File: src/rtl/cla_pkg.sv
// Shared types and limits for the pipelined carry-lookahead adder.
// Imported by cla_pipe.
package cla_pkg;

  typedef enum logic {
    CLA_ADD = 1'b0,
    CLA_SUB = 1'b1
  } cla_op_e;

  localparam int BLK_MIN = 2;
  localparam int BLK_MAX = 16;

  function automatic bit is_pow2(input int v);
    return (v > 0) && ((v & (v - 1)) == 0);
  endfunction

endpackage

File: src/rtl/cla_blk.sv
// One BLOCK-bit carry-lookahead slice.
// Purely combinational; cla_pipe registers its outputs.
module cla_blk #(
  parameter int BLOCK = 8
) (
  input  logic [BLOCK-1:0] a,
  input  logic [BLOCK-1:0] b,
  input  logic             cin,
  output logic [BLOCK-1:0] sum,
  output logic             cout,
  output logic             cmsb
);

  logic [BLOCK-1:0] g;
  logic [BLOCK-1:0] p;
  logic [BLOCK-1:0] x;
  logic [BLOCK:0]   c;
  logic             t;
  logic             pp;

  assign g = a & b;
  assign p = a | b;
  assign x = a ^ b;

  // each carry is a flat sum-of-products over g/p, not a ripple chain
  always_comb begin
    c    = '0;
    t    = 1'b0;
    pp   = 1'b1;
    c[0] = cin;
    for (int i = 0; i < BLOCK; i++) begin
      t  = 1'b0;
      pp = 1'b1;
      for (int j = i; j >= 0; j--) begin
        t  = t | (pp & g[j]);
        pp = pp & p[j];
      end
      c[i+1] = t | (pp & cin);
    end
  end

  assign sum  = x ^ c[BLOCK-1:0];
  assign cout = c[BLOCK];
  assign cmsb = c[BLOCK-1];

endmodule

File: src/rtl/cla_pipe.sv
// Pipelined carry-lookahead add/sub, one BLOCK per stage.
// Valid/ready with a single global advance enable.
module cla_pipe
  import cla_pkg::*;
#(
  parameter int WIDTH = 32,
  parameter int BLOCK = 8,
  parameter int TAG_W = 4
) (
  input  logic             clk,
  input  logic             rst,
  input  logic             in_valid,
  output logic             in_ready,
  input  logic [WIDTH-1:0] in_a,
  input  logic [WIDTH-1:0] in_b,
  input  logic             in_op,
  input  logic             in_cin,
  input  logic [TAG_W-1:0] in_tag,
  output logic             out_valid,
  input  logic             out_ready,
  output logic [WIDTH-1:0] out_sum,
  output logic             out_cout,
  output logic             out_ovf,
  output logic             out_zero,
  output logic [TAG_W-1:0] out_tag
);

  localparam int NUM_BLK = WIDTH / BLOCK;

  if (WIDTH % BLOCK != 0) begin : g_chk_w
    $error("cla_pipe: WIDTH must be a multiple of BLOCK");
  end

  if (BLOCK < BLK_MIN || BLOCK > BLK_MAX ||
      !is_pow2(BLOCK)) begin : g_chk_b
    $error("cla_pipe: BLOCK must be a power of two in 2..16");
  end

  typedef struct packed {
    logic             vld;
    cla_op_e          op;
    logic [TAG_W-1:0] tag;
    logic [WIDTH-1:0] a;
    logic [WIDTH-1:0] b;
    logic [WIDTH-1:0] sum;
    logic             c;
    logic             cm;
  } stg_t;

  stg_t head;
  stg_t last;
  logic adv;

  assign adv      = !last.vld | out_ready;
  assign in_ready = adv;

  // subtract folds into add: A + ~B + ~borrow
  always_comb begin
    head     = '0;
    head.vld = in_valid;
    head.op  = in_op ? CLA_SUB : CLA_ADD;
    head.tag = in_tag;
    head.a   = in_a;
    head.b   = in_op ? ~in_b : in_b;
    head.c   = in_op ^ in_cin;
  end

  for (genvar k = 0; k < NUM_BLK; k++) begin : g_stg
    stg_t             src;
    stg_t             nxt;
    stg_t             q;
    logic [BLOCK-1:0] bsum;
    logic             bco;
    logic             bcm;

    if (k == 0) begin : g_src0
      assign src = head;
    end else begin : g_srck
      assign src = g_stg[k-1].q;
    end

    cla_blk #(.BLOCK(BLOCK)) u_blk (
      .a    (src.a[k*BLOCK +: BLOCK]),
      .b    (src.b[k*BLOCK +: BLOCK]),
      .cin  (src.c),
      .sum  (bsum),
      .cout (bco),
      .cmsb (bcm)
    );

    always_comb begin
      nxt                      = src;
      nxt.sum[k*BLOCK +: BLOCK] = bsum;
      nxt.c                    = bco;
      nxt.cm                   = bcm;
    end

    always_ff @(posedge clk or posedge rst) begin
      if (rst) begin
        q <= '0;
      end else if (adv) begin
        q <= nxt;
      end
    end
  end

  assign last = g_stg[NUM_BLK-1].q;

  assign out_valid = last.vld;
  assign out_sum   = last.sum;
  assign out_cout  = last.c;
  assign out_ovf   = last.cm ^ last.c;
  assign out_zero  = last.vld & ~|last.sum;
  assign out_tag   = last.tag;

  logic unused_last;
  assign unused_last = ^{last.a, last.b, last.op};

endmodule

File: config.mk
export PLATFORM = sky130hd
export DESIGN_NAME = cla_pipe
export DESIGN_NICKNAME = d
export VERILOG_FILES = /design/src/rtl/cla_pkg.sv /design/src/rtl/cla_blk.sv /design/src/rtl/cla_pipe.sv
export SDC_FILE = /design/constraint.sdc
export NUM_CORES = 1
export LEC_CHECK = 0
export CORE_UTILIZATION = 61
export DETAILED_ROUTE_END_ITERATION = 6
export GPL_ROUTABILITY_DRIVEN = 1
export HOLD_SLACK_MARGIN = 0.05
export PLACE_DENSITY = 0.93
export SETUP_SLACK_MARGIN = 0.15
export SYNTH_ARGS = -nofsm -noshare
export SYNTH_HDL_FRONTEND = slang
export SYNTH_SLANG_ARGS = --single-unit
File: constraint.sdc
create_clock -name clk -period 10.9 [get_ports clk]
set_clock_uncertainty 0.2 [all_clocks]
set_input_delay 2.725 -clock clk [delete_from_list [all_inputs] [get_ports clk]]
set_output_delay 2.725 -clock clk [all_outputs]
set_load 0.01 [all_outputs]
==> results of run 1 <==
## flip-flops by register name, indices dropped and copies added (netlist names)
register / count
out_sum: 32
out_valid: 1
out_cout: 1
out_tag: 4
g_stg.q: 163
## cell families after synthesis
logic type	Yosys count	share of synthesized area [%]
and+or+nand+nor	451	18.5
DFF	201	51.1
buffers and inverters	166	7.87
AOI/OAI and AO/OA	138	7.82
adders and majority gates	68	8.95
xor gates and xnor gates	59	5.44
muxes	3	0.318
## layout make-up
| cell class | instances | share of cell area, % |
|---|---|---|
| flip-flops and latches | 201 | 43.3 |
| multi-input cells | 719 | 34.9 |
| repair buffers | 118 | 10.0 |
| clock buffers | 25 | 5.00 |
| inverters | 82 | 2.76 |
| well taps | 216 | 2.33 |
| clock inverters | 11 | 1.64 |
## power by group
| part | switching [mW] | leakage [nW] | total [mW] | internal, mW |
|---|---|---|---|---|
| Combinational | 0.742 | 2.96 | 1.28 | 0.534 |
| Clock | 0.285 | 0.367 | 0.783 | 0.497 |
| Sequential | 0.218 | 2.41 | 1.30 | 1.08 |
## per-stage QoR
stage | hold WS [ps] | area (sq um) | worst slack [ps] | cells
final | 268 | 11600 | 2800 | 1372
after global routing | 285 | 11600 | 2630 | 1372
after CTS | 269 | 11600 | 2850 | 1372
after detailed placement | 253 | 10800 | 2860 | 1336
after global placement | 249 | 10800 | 2860 | 1336
after floorplan | 230 | 9840 | 2490 | 1086
## how the worst min path moves through the flow
| stage | cells past startpoint | slack [ps] | endpoint | start |
|---|---|---|---|---|
| after floorplan | 2 | 230 | g_stg[2].q[103] | g_stg[2].q[103] |
| after global placement | 2 | 250 | g_stg[1].q[98] | g_stg[1].q[98] |
| after detailed placement | 2 | 250 | g_stg[1].q[60] | g_stg[0].q[60] |
| after CTS | 2 | 270 | g_stg[1].q[60] | g_stg[0].q[60] |
| after global routing | 2 | 290 | out_sum[23] | g_stg[2].q[25] |
| final | 2 | 270 | g_stg[1].q[60] | g_stg[0].q[60] |
## per-layer routing
layer | track usage [%] | routed length [microns] | vias up
met4 | 10.0 | 633 | 0
met1 | 35.8 | 8950 | 3534
li1 | - | - | 3494
met5 | 0 | 0 | -
met2 | 43.9 | 10400 | 273
met3 | 3.84 | 1400 | 51
## critical path: stages
cell and delay [ps]:
clkdlybuf4s50_1 500, nor2b_4 40, buf_4 350, inv_6 760
clkdlybuf4s50_1 680
## synth_stat cells, drive strengths merged, types with 4 or more instances
cell type / number / share of area (%)
o21bai: 6 / 0.46
nand2: 373 / 14
dfrtp: 201 / 51
clkbuf: 40 / 1.5
o21ai: 79 / 4.0
a21oi: 33 / 1.7
nand2b: 8 / 0.51
inv: 82 / 3.1
xnor2: 26 / 2.5
xor2: 33 / 2.9
buf: 44 / 3.2
a31oi: 5 / 0.32
nand3: 4 / 0.20
nor2b: 5 / 0.32
nor4: 8 / 0.66
nor2: 35 / 1.3
fa: 4 / 0.81
nor3: 8 / 0.46
ha: 64 / 8.1
o31ai: 5 / 0.43
==> metrics.md, run 1 <==
| Metric | Value |
|---|---|
| Status | complete, no violations |
| Worst Setup EP | in_ready |
| Clk slew on worst S/H paths | ~60 ps |
| Final slew viol count | 0 |
| Vias in the first global route | just over 7000 |
| GRT Util Overall | a little over a quarter |
| Post_cts resized | 0 |
| Critical Path Sink Type | output port |
| Area growth, synth to finish | 17.9% |
| Post-synth EDFFs | 0 |
| Library cells used by synthesis | 45 |
| Final GP Congestion | between 0.8 and 0.9 |
| Leak pwr | 5.74 nW |
| WP data arrival | slightly above 5000 ps |
| Hold Fails Final Rpt | 0 |
| Post-DRT Antenna Nets | 0 |
| Most frequent cells in the layout | nand2_1, dfrtp_1, clkdlybuf4s50_1 |
| Synth Register Bits | roughly 200 |
| I/O Buffers | about 110 |
| CTS Sinks | ~200 |
| Fin nets | between 1000 and 1500 |
| Worst path required time | about 8000 ps |
| Max Clk Rate | approximately 120 MHz |
| Fill cells | about 990 |
| Yosys warning count | 0 |
| Critical R2R Launch | out_valid |
| TritonCTS clock tree | yes |
| Startpoint types | input pin |
| WL/cell | between 15 and 20 microns |
| Largest net degree at the start of global routing | between 100 and 150 |
| Netlist area before placement | just under 0.01 sq mm |
| Die Ht | approximately 130 microns |
| First-pass GRT wire length | approximately 34000 microns |
| Worst reg2reg path depth | 6 |
| R2r endpoint | out_cout |
| Cells after synthesis | 1086 |
| Setup Viol. Count Final | 0 |
| GR Overflow Total | 0 |
| Max Cap Viol | 0 |
| Util after Layout | around three quarters |
| Root Driver | clkbuf_16 |
| Worst slew margin | approximately 34% |
| DRC Markers | 0 |
| IO Count | ~120 |
| DRT Pass-1 Iters | 5 |
| Final wirelength | approximately 21000 microns |
| IR drop worst, VDD | ~0.14 mV |
| Initial DRC count | just under 700 |
| Register area share after synthesis | 51.1% |
| Pwr Density | 289 mW/mm^2 |
| Hold/Removal Path Class | reg2reg |
| Die X | around 130 microns |
| Worst-Margin Slew | about 990 ps |
| Setup CP Type | in2out |
| Die Area | around 0.017 sq mm |
| Core area | ~0.016 sq mm |
| Post-DP HPWL | ~13000 microns |
| Clock tree buffer depth | 3 |
| Async S/R FF share, synth | 100% |
| Syn avg cell area | between 9 and 10 sq um |
| PnR Total Power | around 3.4 mW |
| CTS buffer count | 20 |
| CP Max Fanout | 142 |
| FF+latch area | 0.00503 sq mm |
| Setup TNS | 0 ps |
| Share of layout cells above drive strength 1 | around 4.5% |
| Initial antenna violation count | 1 |
| Syn Nets | roughly 1200 |
| H-tree depth | 1 |
| Post-CTS Setup Bufs | 0 |
| Clk Latency, worst-skew pair | a little under 500 ps |
| Commonest non-fill, non-tap cell in the layout | nand2_1 |
| Critical Path Start | out_ready |
| N_diodes | 0 |
| Placement row count | 46 |
| Synth Flop Type | dfrtp_1 |
| Worst R2R Setup Slack | 7360 ps |
| Area of the multi-input gates | around 0.0040 sq mm |
| CTS Hold Bufs | 0 |
| Initial Utilization | between 60% and 70% |
| Clock period minus worst slack | slightly above 8000 ps |
| Vias/cell | about 5.4 |
| Period utilisation layout | 74.3% |
| RSZ-0062 raised after global routing | no |
| Via count | around 7400 |
No activity file was read; power rests on OpenSTA's default activity.
==> run 2: changes to the inputs <==
CORE_UTILIZATION = 56   (was 61)
PLACE_DENSITY = 0.87   (was 0.93)
clock period = 7.9 ns   (was 10.9 ns; I/O delays follow)
==> run 2 against run 1 <==
Effect of this change:
- core utilization is 6.7 points lower
- critical endpoint unchanged
- flip-flop and latch count unchanged
- die area rose by 8.8%
- critical path type unchanged
- critical path depth is 1 lower
- count of clock-buffer cells in the layout rose by 7
- sequential share of layout area is 0.49 points higher
==> metrics.md, run 2 (synthesized netlist as in run 1, its figures left out) <==
| Metric | Value |
|---|---|
| Fill cells | 1320 (was 994) |
| IR drop worst, VDD | 0.179 mV (was 0.135 mV) |
| Final slew viol count | 0 (unchanged) |
| Area growth, synth to finish | 16.6% (was 17.9%) |
| Max reg flops | 163 (unchanged) |
| CTS buffer count | 20 (unchanged) |
| DRC Markers | 0 (unchanged) |
| Util after Layout | 66.6% (was 73.3%) |
| Largest net degree at the start of global routing | 155 (was 143) |
| Root Driver | clkbuf_16 (unchanged) |
| Initial antenna violation count | 0 (was 1) |
| Die X | 135 microns (was 129 microns) |
| Placement row count | 48 (was 46) |
| Worst path required time | 5730 ps (was 7980 ps) |
| Max Clk Rate | around 180 MHz |
| Leak pwr | 5.68 nW (was 5.74 nW) |
| Hold Fails Final Rpt | 0 (unchanged) |
| Hold/Removal Path Class | reg2reg (unchanged) |
| IO Count | 115 (unchanged) |
| GRT Util Overall | 22.5% (was 26.5%) |
| Most frequent cells in the layout | nand2_1, dfrtp_1, clkdlybuf4s50_1 (unchanged) |
| CTS Hold Bufs | 0 (unchanged) |
| Worst-Margin Slew | 1040 ps (was 987 ps) |
| Placed insts | 1346 (was 1336) |
| Post-DRT Antenna Nets | 0 (unchanged) |
| Clock period minus worst slack | about 5500 ps |
| Vias/cell | 5.08 (was 5.36) |
| Status | complete, no violations (unchanged) |
| RSZ-0062 raised after global routing | no (unchanged) |
| Pwr Density | 382 mW/mm^2 (was 289 mW/mm^2) |
| Clk slew on worst S/H paths | 60 ps (about the same) |
| WL/cell | 14.2 microns (was 15.6 microns) |
| Die Ht | 135 microns (was 129 microns) |
| N_diodes | 0 (unchanged) |
| GR peak layer | met2 (unchanged) |
| Via count | 7016 (was 7352) |
| Met3 Track Usage GR | 2.21% (was 3.84%) |
| Core area | 0.0172 sq mm (was 0.0158 sq mm) |
| Post-CTS Setup Bufs | 0 (unchanged) |
| Post_cts resized | 0 (unchanged) |
| CP Max Fanout | 27 (was 142) |
| Post-DP HPWL | 13400 microns (about the same) |
| Max Cap Viol | 0 (unchanged) |
| I/O Buffers | 114 (unchanged) |
| Setup CP Type | in2out (unchanged) |
| Die Area | 0.0181 sq mm (was 0.0167 sq mm) |
| Global Route met1 Usage | 32.7% (was 35.8%) |
| Setup TNS | 0 ps (unchanged) |
| GR Overflow Total | 0 (unchanged) |
| Fin nets | 1285 (was 1284) |
| Worst slew margin | 30.8% (was 34.2%) |
| Commonest non-fill, non-tap cell in the layout | nand2_1 (unchanged) |
| Met2 global-route usage | 35.9% (was 43.9%) |
| Initial DRC count | 521 (was 676) |
| Critical Path Sink Type | output port (unchanged) |
| H-tree depth | 1 (unchanged) |
| Vias in the first global route | 6803 (was 7107) |
| Largest reg by FF count | g_stg.q (unchanged) |
| First-pass GRT wire length | 32500 microns (was 34500 microns) |
| Final GP Congestion | 0.787 (was 0.834) |
| Final Non-Filler Cells | 1380 (was 1372) |
| Period utilisation layout | roughly 70% |
| Startpoint types | input pin (unchanged) |
| Clock tree buffer depth | 3 (unchanged) |
| WP data arrival | 3330 ps (was 5180 ps) |
| TritonCTS clock tree | yes (unchanged) |
| PnR Total Power | 4.38 mW (was 3.36 mW) |
| DRT Pass-1 Iters | 6 (was 5) |
| CTS Sinks | 201 (unchanged) |
| Clk Latency, worst-skew pair | 480 ps (was 490 ps) |
| Setup Viol. Count Final | 0 (unchanged) |
| Share of layout cells above drive strength 1 | 3.64% (was 4.50%) |
| Final wirelength | 19500 microns (was 21400 microns) |
| Initial Utilization | 57.1% (was 62.2%) |
==> run 2: cell types whose count changed in the layout (fill, tap and decap cells not counted) <==
cell        before  now
buf_4            4    5
clkbuf_8         4    2
clkbuf_1         0    9
clkinvlp_4       4    0
clkinv_2         2    1
bufinv_16        5    1
==> run 2: cell type report <==
| class | count | area (sq um) | share of cell area, % |
|---|---|---|---|
| clock buffer | 32 | 587 | 5.11 |
| clock inverter | 2 | 35.0 | 0.305 |
| inverter | 82 | 320 | 2.79 |
| multi-input combinational | 719 | 4050 | 35.3 |
| sequential | 201 | 5030 | 43.8 |
| tap | 225 | 282 | 2.45 |
| timing repair buffer | 119 | 1170 | 10.2 |
==> run 2: worst paths after layout <==
| check | startpoint | endpoint | slack [ps] | cells past startpoint |
|---|---|---|---|---|
| worst max-delay path | out_ready | in_ready | 2390 | 4 |
| worst min-delay path | g_stg[2].q[103] | out_valid | 260 | 1 |
| worst max register to register | out_valid | g_stg[1].q[1] | 4620 | 6 |
| worst min register to register | g_stg[2].q[103] | out_valid | 260 | 1 |
| max in group asynchronous | rst | g_stg[2].q[90] | 4290 | 3 |
| min in group asynchronous | rst | out_tag[1] | 1940 | 2 |
==> run 2: worst max-delay path: stages <==
cell and delay [ps]:
clkdlybuf4s50_1 500, nor2b_4 60, inv_6 160, clkdlybuf4s50_1 630
==> run 2: layer usage <==
layer | vias to the layer above | routed length [microns]
met5 | - | 0
met1 | 3290 | 9160
li1 | 3499 | -
met3 | 40 | 784
met4 | 0 | 454
met2 | 187 | 9140
==> run 2: metrics by stage <==
stage	worst slack, ps	cell area [sq um]	hold WS (ps)
after floorplan	243	9840	230
after global placement	2390	10900	245
after detailed placement	2380	10900	251
after CTS	2380	11500	263
after global routing	2340	11500	279
final	2390	11500	262
==> run 2: where the power goes <==
part	internal (mW)	leakage, nW	switching [mW]	total (mW)
combinational	0.730	2.97	0.966	1.70
clock	0.539	0.302	0.365	0.905
sequential	1.49	2.41	0.290	1.78
total	2.76	5.68	1.62	4.38
==> run 3: changes to the inputs <==
CORE_UTILIZATION = 51   (was 56)
PLACE_DENSITY = 0.84   (was 0.87)
clock period = 5 ns   (was 7.9 ns; I/O delays follow)
==> run 3 against run 2 <==
Effect of this change:
- first-iteration DRC count is 4.6% higher
- setup slack lost 1400 ps
- sequential power is 59% higher
- via count increased by 0.58%
- non-clock buffer count increased by 1
- core utilization down 5.3 points
- register-to-register slack worse by 2300 ps
- routed wire length increased by 2.3%
- final cell count increased by 2.5%
- final area grew 0.49%
- critical path type unchanged
- critical endpoint unchanged
==> metrics.md, run 3 (synthesized netlist as in run 1, its figures left out) <==
| Metric | Value |
|---|---|
| Worst slew margin | 33.3% (was 30.8%) |
| Clk Latency, worst-skew pair | 490 ps (was 480 ps) |
| Final wirelength | 20000 microns (was 19500 microns) |
| Share of layout cells above drive strength 1 | 3.98% (was 3.64%) |
| Most frequent cells in the layout | nand2_1, dfrtp_1, clkdlybuf4s50_1 (unchanged) |
| Die X | 141 microns (was 135 microns) |
| WL/cell | 14.1 microns (was 14.2 microns) |
| Area growth, synth to finish | 17.1% (was 16.6%) |
| CP Max Fanout | 2 (was 27) |
| IO Count | 115 (unchanged) |
| Initial antenna violation count | 0 (unchanged) |
| First-pass GRT wire length | 34200 microns (was 32500 microns) |
| Setup Viol. Count Final | 0 (unchanged) |
| Clock tree buffer depth | 3 (unchanged) |
| Post-CTS Setup Bufs | 0 (unchanged) |
| Post_cts resized | 0 (unchanged) |
| Hold/Removal Path Class | reg2reg (unchanged) |
| Period utilisation layout | around 80% |
| Pwr Density | 596 mW/mm^2 (was 382 mW/mm^2) |
| Post-DP HPWL | 13300 microns (was 13400 microns) |
| Vias/cell | 4.99 (was 5.08) |
| Worst path required time | 3550 ps (was 5730 ps) |
| Max Clk Rate | roughly 250 MHz |
| H-tree depth | 1 (unchanged) |
| GRT Util Overall | 21.4% (was 22.5%) |
| N_diodes | 0 (unchanged) |
| Critical Path Start | out_ready (unchanged) |
| Largest net degree at the start of global routing | 249 (was 155) |
| Final GP Congestion | 0.792 (was 0.787) |
| Max reg flops | 163 (unchanged) |
| Vias in the first global route | 7097 (was 6803) |
| Util after Layout | 61.2% (was 66.6%) |
| DRT Pass-1 Iters | 4 (was 6) |
| Critical R2R Launch | out_valid (unchanged) |
| Post-DRT Antenna Nets | 0 (unchanged) |
| Fill cells | 1493 (was 1320) |
| Hold Fails Final Rpt | 0 (unchanged) |
| CTS Sinks | 201 (unchanged) |
| HP Start | g_stg[1].q[103] (was g_stg[2].q[103]) |
| PnR Total Power | 6.87 mW (was 4.38 mW) |
| Leak pwr | 5.68 nW (about the same) |
| Status | complete, no violations (unchanged) |
| Via count | 7057 (was 7016) |
| RSZ-0062 raised after global routing | no (unchanged) |
| Max Cap Viol | 0 (unchanged) |
| Die Area | 0.0199 sq mm (was 0.0181 sq mm) |
| Fin nets | 1286 (was 1285) |
| WP data arrival | 2550 ps (was 3330 ps) |
| Core area | 0.0188 sq mm (was 0.0172 sq mm) |
| Commonest non-fill, non-tap cell in the layout | nand2_1 (unchanged) |
| Final slew viol count | 0 (unchanged) |
| Crit path setup slack, layout | 996 ps (was 2390 ps) |
| Pre-CTS setup slack | 1010 ps (was 2380 ps) |
| IR drop worst, VDD | 0.298 mV (was 0.179 mV) |
| CTS Hold Bufs | 0 (unchanged) |
| Clock period minus worst slack | 4000 ps |
| Placement row count | 50 (was 48) |
| Largest reg by FF count | g_stg.q (unchanged) |
| Initial Utilization | 52.3% (was 57.1%) |
| I/O Buffers | 114 (unchanged) |
| GR Overflow Total | 0 (unchanged) |
| Setup CP Type | in2out (unchanged) |
| Initial DRC count | 545 (was 521) |
| DRC Markers | 0 (unchanged) |
| Root Driver | clkbuf_16 (unchanged) |
| Clk slew on worst S/H paths | 60 ps (about the same) |
| Setup TNS | 0 ps (unchanged) |
| CTS buffer count | 20 (unchanged) |
| TritonCTS clock tree | yes (unchanged) |
| Startpoint types | input pin (unchanged) |
| Worst-Margin Slew | 1000 ps (was 1040 ps) |
| Die Ht | 141 microns (was 135 microns) |
| Critical Path Sink Type | output port (unchanged) |
==> run 3: changes by cell type in the layout (fill, tap and decap cells not counted), sizes merged <==
cell / previous run / this run
clkbuf: 32 / 27
clkinv: 1 / 4
bufinv: 1 / 0
inv: 82 / 81
buf: 6 / 7
clkinvlp: 0 / 3
==> run 3: final timing paths <==
kind / end / slack (ps) / cells past startpoint
worst max-delay path: in_ready / 1000 / 4
worst min-delay path: g_stg[1].q[103] / 270 / 2
max in group asynchronous: out_sum[31] / 2690 / 3
min in group asynchronous: out_tag[1] / 1030 / 2
worst min register to register: g_stg[1].q[103] / 270 / 2
worst max register to register: g_stg[0].q[60] / 2350 / 4
==> run 3: per-layer routing <==
metal / GRT usage (%) / up-vias / wire, microns
met5: 0 / - / 0
met4: 6.35 / 0 / 375
met3: 4.28 / 31 / 1240
met2: 34.6 / 191 / 9470
met1: 29.2 / 3351 / 8910
li1: - / 3484 / -
==> run 3: power breakdown <==
part	internal, mW	total [mW]	switching, mW	leakage (nW)
registers	2.36	2.83	0.466	2.41
logic	1.16	2.67	1.51	2.98
clock network	0.781	1.37	0.594	0.288
==> run 3: critical path, cell delays in order <==
cell and delay, ps:
clkdlybuf4s50_1 550, nor2b_4 70, inv_6 60, clkdlybuf4s50_1 620
==> run 3: per-stage QoR <==
| step | instance area (sq um) | hold slack, ps | std cells |
|---|---|---|---|
| after floorplan | 9850 | 230 | 1086 |
| after global placement | 10900 | 244 | 1382 |
| after detailed placement | 10900 | 252 | 1382 |
| after CTS | 11500 | 265 | 1415 |
| after global routing | 11500 | 280 | 1415 |
| final | 11500 | 266 | 1415 |
==> run 3: cell type report <==
| cell class | count | area (sq um) | share of cell area [%] |
|---|---|---|---|
| Sequential cell | 201 | 5030 | 43.6 |
| Multi-Input combinational cell | 719 | 4050 | 35.1 |
| Timing Repair Buffer | 120 | 1220 | 10.6 |
| Clock buffer | 27 | 558 | 4.84 |
| Tap cell | 260 | 325 | 2.82 |
| Inverter | 82 | 317 | 2.75 |
| Clock inverter | 6 | 35.0 | 0.304 |
